===== src/rtl/tick_pulse_stretcher_if.sv =====
// Signal bundle between a tick source and tick_pulse_stretcher.
// The master drives the time base and event ticks; the slave returns the stretched level and status.
interface tick_pulse_stretcher_if #(
  parameter int PW = 4
);
  logic          en;
  logic          trig;
  logic          level;
  logic          busy;
  logic [PW-1:0] pending;
  logic          overflow;

  modport master (
    output en,
    output trig,
    input  level,
    input  busy,
    input  pending,
    input  overflow
  );

  modport slave (
    input  en,
    input  trig,
    output level,
    output busy,
    output pending,
    output overflow
  );
endinterface


===== src/rtl/tick_pulse_stretcher.sv =====
// Stretches single-cycle event ticks into HIGH_CNT-tick level pulses, each followed by a LOW_CNT-tick gap.
// Ticks that arrive during a pulse or gap are queued in a saturating counter and replayed in order.
module tick_pulse_stretcher #(
  parameter int HIGH_CNT = 3,
  parameter int LOW_CNT  = 2,
  parameter int CW       = 8,
  parameter int PW       = 4
) (
  input logic                   clk,
  input logic                   reset,
  tick_pulse_stretcher_if.slave bus
);

  typedef enum logic [1:0] {
    IDLE = 2'd0,
    HIGH = 2'd1,
    LOW  = 2'd2
  } state_e;

  localparam logic [CW-1:0] HighLast = CW'(HIGH_CNT - 1);
  localparam logic [CW-1:0] LowLast  = CW'(LOW_CNT - 1);
  localparam logic [PW-1:0] PendMax  = {PW{1'b1}};

  state_e        state_q, state_d;
  logic [CW-1:0] cnt_q, cnt_d;
  logic [PW-1:0] pending_q, pending_d;
  logic          overflow_q, overflow_d;
  logic          level_q, level_d;
  logic          busy_q, busy_d;

  logic consume;
  logic directTrig;
  logic queueTrig;

  // Only en ticks seen while already in HIGH or LOW advance the counter.
  always_comb begin
    state_d    = state_q;
    cnt_d      = cnt_q;
    consume    = 1'b0;
    directTrig = 1'b0;
    case (state_q)
      IDLE: begin
        if (bus.trig) begin
          state_d = HIGH;
          cnt_d   = '0;
        end
      end
      HIGH: begin
        if (bus.en) begin
          if (cnt_q == HighLast) begin
            state_d = LOW;
            cnt_d   = '0;
          end else begin
            cnt_d = cnt_q + CW'(1);
          end
        end
      end
      LOW: begin
        if (bus.en) begin
          if (cnt_q == LowLast) begin
            cnt_d = '0;
            if (pending_q != '0) begin
              state_d = HIGH;
              consume = 1'b1;
            end else if (bus.trig) begin
              state_d    = HIGH;
              directTrig = 1'b1;
            end else begin
              state_d = IDLE;
            end
          end else begin
            cnt_d = cnt_q + CW'(1);
          end
        end
      end
      default: begin
        state_d = IDLE;
        cnt_d   = '0;
      end
    endcase
  end

  // A trig that coincides with a consume simply replaces the consumed entry.
  always_comb begin
    queueTrig  = bus.trig && (state_q != IDLE) && !directTrig;
    pending_d  = pending_q;
    overflow_d = overflow_q;
    if (queueTrig && !consume) begin
      if (pending_q == PendMax) begin
        overflow_d = 1'b1;
      end else begin
        pending_d = pending_q + PW'(1);
      end
    end else if (consume && !queueTrig) begin
      pending_d = pending_q - PW'(1);
    end
  end

  always_comb begin
    level_d = (state_d == HIGH);
    busy_d  = (state_d != IDLE);
  end

  always_ff @(posedge clk) begin
    if (!reset) begin
      state_q    <= IDLE;
      cnt_q      <= '0;
      pending_q  <= '0;
      overflow_q <= 1'b0;
      level_q    <= 1'b0;
      busy_q     <= 1'b0;
    end else begin
      state_q    <= state_d;
      cnt_q      <= cnt_d;
      pending_q  <= pending_d;
      overflow_q <= overflow_d;
      level_q    <= level_d;
      busy_q     <= busy_d;
    end
  end

  assign bus.level    = level_q;
  assign bus.busy     = busy_q;
  assign bus.pending  = pending_q;
  assign bus.overflow = overflow_q;

endmodule


===== src/flat_wrapper.sv =====
// flat-port wrapper written by rule: the top's interface ports become plain ports
module tick_pulse_stretcher_flat 
#(
  parameter int HIGH_CNT = 3,
  parameter int LOW_CNT  = 2,
  parameter int CW       = 8,
  parameter int PW       = 4
)
  (clk, reset, bus_en, bus_trig, bus_level, bus_busy, bus_pending, bus_overflow);
  tick_pulse_stretcher_if #(.PW(PW)) bus_i ();
  input logic clk;
  input logic reset;
  input wire logic [$bits(bus_i.en)-1:0] bus_en;
  input wire logic [$bits(bus_i.trig)-1:0] bus_trig;
  output wire logic [$bits(bus_i.level)-1:0] bus_level;
  output wire logic [$bits(bus_i.busy)-1:0] bus_busy;
  output wire logic [$bits(bus_i.pending)-1:0] bus_pending;
  output wire logic [$bits(bus_i.overflow)-1:0] bus_overflow;
  assign bus_i.en = bus_en;
  assign bus_i.trig = bus_trig;
  assign bus_level = bus_i.level;
  assign bus_busy = bus_i.busy;
  assign bus_pending = bus_i.pending;
  assign bus_overflow = bus_i.overflow;
  tick_pulse_stretcher #(.HIGH_CNT(HIGH_CNT), .LOW_CNT(LOW_CNT), .CW(CW), .PW(PW)) u_core (.clk(clk), .reset(reset), .bus(bus_i));
endmodule

===== config.mk =====
export PLATFORM = sky130hd
export DESIGN_NAME = tick_pulse_stretcher_flat
export DESIGN_NICKNAME = d
export VERILOG_FILES = /design/src/rtl/tick_pulse_stretcher_if.sv /design/src/rtl/tick_pulse_stretcher.sv /design/src/flat_wrapper.sv
export SDC_FILE = /design/constraint.sdc
export NUM_CORES = 1
export LEC_CHECK = 0
export BUFFER_PORTS_ARGS = -buffer_cell sky130_fd_sc_hd__buf_2
export CORE_MARGIN = 2
export CORE_UTILIZATION = 55
export CTS_CLUSTER_SIZE = 28
export DETAILED_ROUTE_END_ITERATION = 10
export PLACE_DENSITY = 0.82
export SLEW_MARGIN = 25
export SYNTH_ARGS = -nofsm -noshare
export SYNTH_HDL_FRONTEND = slang
export SYNTH_SLANG_ARGS = --single-unit
export TNS_END_PERCENT = 30

===== constraint.sdc =====
create_clock -name clk -period 5.5 [get_ports clk]
set_clock_uncertainty 0.2 [all_clocks]
set_input_delay 1.375 -clock clk [delete_from_list [all_inputs] [get_ports clk]]
set_output_delay 1.375 -clock clk [all_outputs]
set_load 0.005 [all_outputs]

Yosys cells after proc, flatten, opt, wreduce, memory -nomap -nowiden
Cells that the tools add are included.

Register bits: 17. Input port bits: 4. Output and inout bits: 7. Word-level logic and storage cells: 60.

$add $sub $neg: 3. Eq/ne operators: 10. Multiplexer cells: 26. Reduce and logical (&&, ||, !) cells: 15.

Operators with widths (number): $mux 8 (5); $pmux 8 s3 (1); $mux 2 (6); $mux 4 (3); $mux 1 (10); $add 8x1->8 const B (1); $eq 8x1->1 const B (1); $eq 8x2->1 const B (1); $ne 2x2->1 const B (4); $pmux 2 s3 (1); $reduce_bool 2->1 (3); $add 4x1->4 const B (1); $eq 2x1->1 const B (2); $eq 4x4->1 const B (1); $logic_and 1x1->1 (4); $reduce_and 2->1 (2); $reduce_bool 4->1 (1); $sub 4x1->4 const B (1); $logic_not 1->1 (3); $reduce_and 3->1 (1); $eq 2x2->1 const B (1); $logic_not 2->1 (1).

Longest topological paths before layout
Depth in word-level cells: 11. Gate-level depth with buffers: 11.

Worst setup path after synthesis
Ideal clock, no wire load.

Kind: input-to-reg. Start point: input port bus_en. End point: register u_core.pending_q[3], in the netlist u_core.bus.pending[3]. Library setup time: 0.123 ns. Data arrival time: 3.096 ns. Path slack: 2.082 ns. Stages on the path: 9. Path buffers: 0. Cells stage by stage: and4bb_2 > a311oi_1 > inv_1 > ha_1 > a21oi_1 > nand2_1 > nor4_1 > a31oi_1 > mux2i_1.

Longest elaborated chain between the ends: 8. Elaborated cells between the ends (all ways): 14.

RTL lines: from (decl) (line flat_wrapper.sv:13) `input wire logic [$bits(bus_i.en)-1:0] bus_en;`; $mux 1 (line tick_pulse_stretcher.sv:59) `if (bus.en) begin`; $mux 1 (line tick_pulse_stretcher.sv:41) `case (state_q)`; $logic_not 1->1 (line tick_pulse_stretcher.sv:85) `queueTrig = bus.trig && (state_q != IDLE) && !directTrig;`; $logic_and 1x1->1 (line tick_pulse_stretcher.sv:85); $logic_not 1->1 (line tick_pulse_stretcher.sv:94) `end else if (consume && !queueTrig) begin`; $logic_and 1x1->1 (line tick_pulse_stretcher.sv:94); $reduce_bool 2->1 (no source line); $reduce_and 2->1 (no source line); to (signal assigned) (line tick_pulse_stretcher.sv:115) `pending_q <= pending_d;`; to (decl) (line tick_pulse_stretcher.sv:26) `logic [PW-1:0] pending_q, pending_d;`.

Parallel ways exist; a longest one is shown, timed or not. A chain may end at the register's enable or synchronous reset.

Final worst setup path
Ends and elaborated chain as after synthesis.

==> impl_metrics.ini <==
[cells_and_area]
design_area_sq_um = 1171
diodes = 0
area_delta_synth_final_pct = 8.837
nNetsFinal = 157
drive_above_1_share_pct = 14.08

[global_routing]
grt_use_total_pct = 23.35
grt_pass1_vias = 951
use_met1_pct = 25.23
grt_use_met2_pct = 38.42
grt_pass1_wl_microns = 3753
grt_max_degree = 15
use_met3_pct = 10.37
grt_overflow_total = 0
grt_busiest_layer = met2
grt_antenna_before_repair = 0

[clock_network]
ctsHoldBuffers = 0
clk_pin_slew_ns = 0.10
clock_tree.buffer_depth = 2
cts_setup_buffers = 0
ctsResizeCount = 0
root_buffer = clkbuf_4
cts_tree = built
cts.sinks = 17
htreeDepth = 1
numCtsBuffers = 3
clock_latency_ns = 0.29

[detailed_routing]
drc = 0
viasPerCell = 5.958
detailroute.via_count = 995
drt_wl_total_microns = 2250
ant_nets = 0
wl_per_cell_microns = 13.47
drt_iter0_markers = 39
drt_first_pass_iters = 5

[place]
placed_area_sq_um = 1145
gp_congestion = 0.8428
numPortBuffers = 10
hpwl_microns = 1706

[synth]
ys_seq_area_share_pct = 31.63
synthMuxAreaShare_pct = 0.9302
netlist_area_sq_um = 1076
syn_nets = 144
avgSynthCellArea_sq_um = 8.277
ys_warn_count = 0
synth_top_family_by_area = simple AND/OR/NAND/NOR gates
ys.flop_type = dfxtp_1
yosys.area.top_type = dfxtp_1
synth-xor-area-share_pct = 1.628
synthAdderAreaFrac_pct = 12.33
synth-edff-count = 0
synth_seq_cells = 17
async_reset_ff_share_pct = 0
synth-simple-area-share_pct = 25.00
synth.distinct_cells = 38
synth_cells = 130
synth_area_leaders = dfxtp_1, ha_1, a31oi_1
synth_top_area_share_pct = 31.63
synth-compound-area-share_pct = 21.40

[critical_path]
crit_slowest_cell = a311oi_1
cp.arrival_ns = 3.49
cp-end-kind = flop
crit_path_max_fanout = 5
worst-setup-path-type = input pin to flop
slowest_delay_ns = 0.44
start_kind = input pin
crit_chain = buf_2 -> and4bb_2 -> a311oi_1 -> inv_1 -> ha_1 -> a21oi_1 -> nand2_1 -> nor4_1 -> a31oi_1 -> mux2i_1
critPathRequiredTime_ns = 5.48

[sta]
max_slew_margin_pct = 67.89
fmax_ghz = 0.2853
tightestPinTransition_ns = 0.4773
setup_tns_ns = 0
grt_setup_unrepaired = false
maxSlewViolCount = 0
fin_crit_sh_pct = 63.74
fin_crit_ns = 3.506
finalSetupViolations = 0
finalHoldViolations = 0

[pwr]
leakagePower_nw = 0.4313
power.density_nw_per_um2 = 209.6
ir_worst_vdd_mv = 0.1327

[floorplan]
start_util_pct = 60.35
top_level_ports = 11
rows = 15
dieArea_sq_um = 2326
coreArea_sq_um = 1783
die_h_microns = 48.23
die_width_microns = 48.23

[job]
cap_violations = 0

[worst_hold_path]
hp-class = flop to flop

[outcome]
status = finished, final reports clean
-- critical path: cells and delay by family --
kind / cells / cell delay (ns)
buf+inv: 2 / 0.32
mux: 1 / 0.15
compound gates: 3 / 0.71
simple gates: 3 / 0.57
fa+ha+maj: 1 / 0.36
-- cells in the final DEF, fill, tap and decap left out, drive strengths merged, types with 3 or more instances in the layout --
master / count
a31oi: 11
o21ai: 8
clkbuf: 4
or3: 8
nand3: 7
dfxtp: 17
buf: 10
nand2: 8
nand4: 3
inv: 17
nor2: 10
ha: 9
nor4: 3
-- area by class of cell --
class | instances | area [sq um]
Clock buffer | 4 | 26.28
Fill cell | 145 | 611.8
Tap cell | 25 | 31.28
Sequential cell | 17 | 340.3
Timing Repair Buffer | 10 | 50.05
Multi-Input combinational cell | 94 | 659.4
Inverter | 17 | 63.81
-- path summary, 6_finish.rpt --
path | slack, ns | endpoint | depth (start not counted) | startpoint
max reg2reg | 2.52 | u_core.bus.pending[3] | 11 | u_core.cnt_q[1]
min | 0.28 | u_core.bus.overflow | 1 | u_core.bus.overflow
max | 1.99 | u_core.bus.pending[3] | 10 | bus_en
min reg2reg | 0.28 | u_core.bus.overflow | 1 | u_core.bus.overflow
-- cell usage after synthesis, types with 3 or more instances --
cell and instances:
dfxtp_1 17, inv_1 17, a31oi_1 11, nor2_1 10, ha_1 9, nand2_1 8, o21ai_0 7, nand3_1 6
or3_1 6, nand4_1 3
-- registers in the layout (all words and copies together) (netlist names) --
signal	flops
u_core.cnt_q	8
u_core.bus.pending	4
u_core.state_q	2
u_core.bus.busy	1
u_core.bus.level	1
u_core.bus.overflow	1
-- cells by family after synthesis --
family / after synthesis
flops: 17
xor+xnor: 2
mux: 1
buf+inv: 19
fa+ha+maj: 10
simple gates: 47
compound gates: 34
-- per-stage QoR --
step           total power [mW]  setup WS (ns)  cells  utilization (%)  hold slack [ns]
2_1_floorplan            0.1676          2.082    130                -           0.2642
3_3_place_gp             0.1777          1.857    163            64.21           0.2446
3_5_place_dp             0.1799          1.708    163            64.21           0.2592
4_1_cts                  0.2478          2.051    167            65.68           0.2823
5_1_grt                  0.2623          1.784    167            65.68           0.3111
6_report                 0.2454          1.994    167            65.68           0.2764
-- report_power, final --
part | internal (mW) | switching, mW | leakage [nW]
clock network | 0.0282 | 0.0396 | 0.0150
registers | 0.128 | 0.00537 | 0.138
logic | 0.0194 | 0.0253 | 0.278
-- metal layers --
| metal | vias to the layer above | share of wire (%) |
|---|---|---|
| met5 | - | 0 |
| met4 | 0 | 2.3 |
| met3 | 10 | 5.6 |
| met2 | 36 | 50 |
| met1 | 459 | 42 |
| li1 | 490 | - |
(Power assumes the default switching activity.)
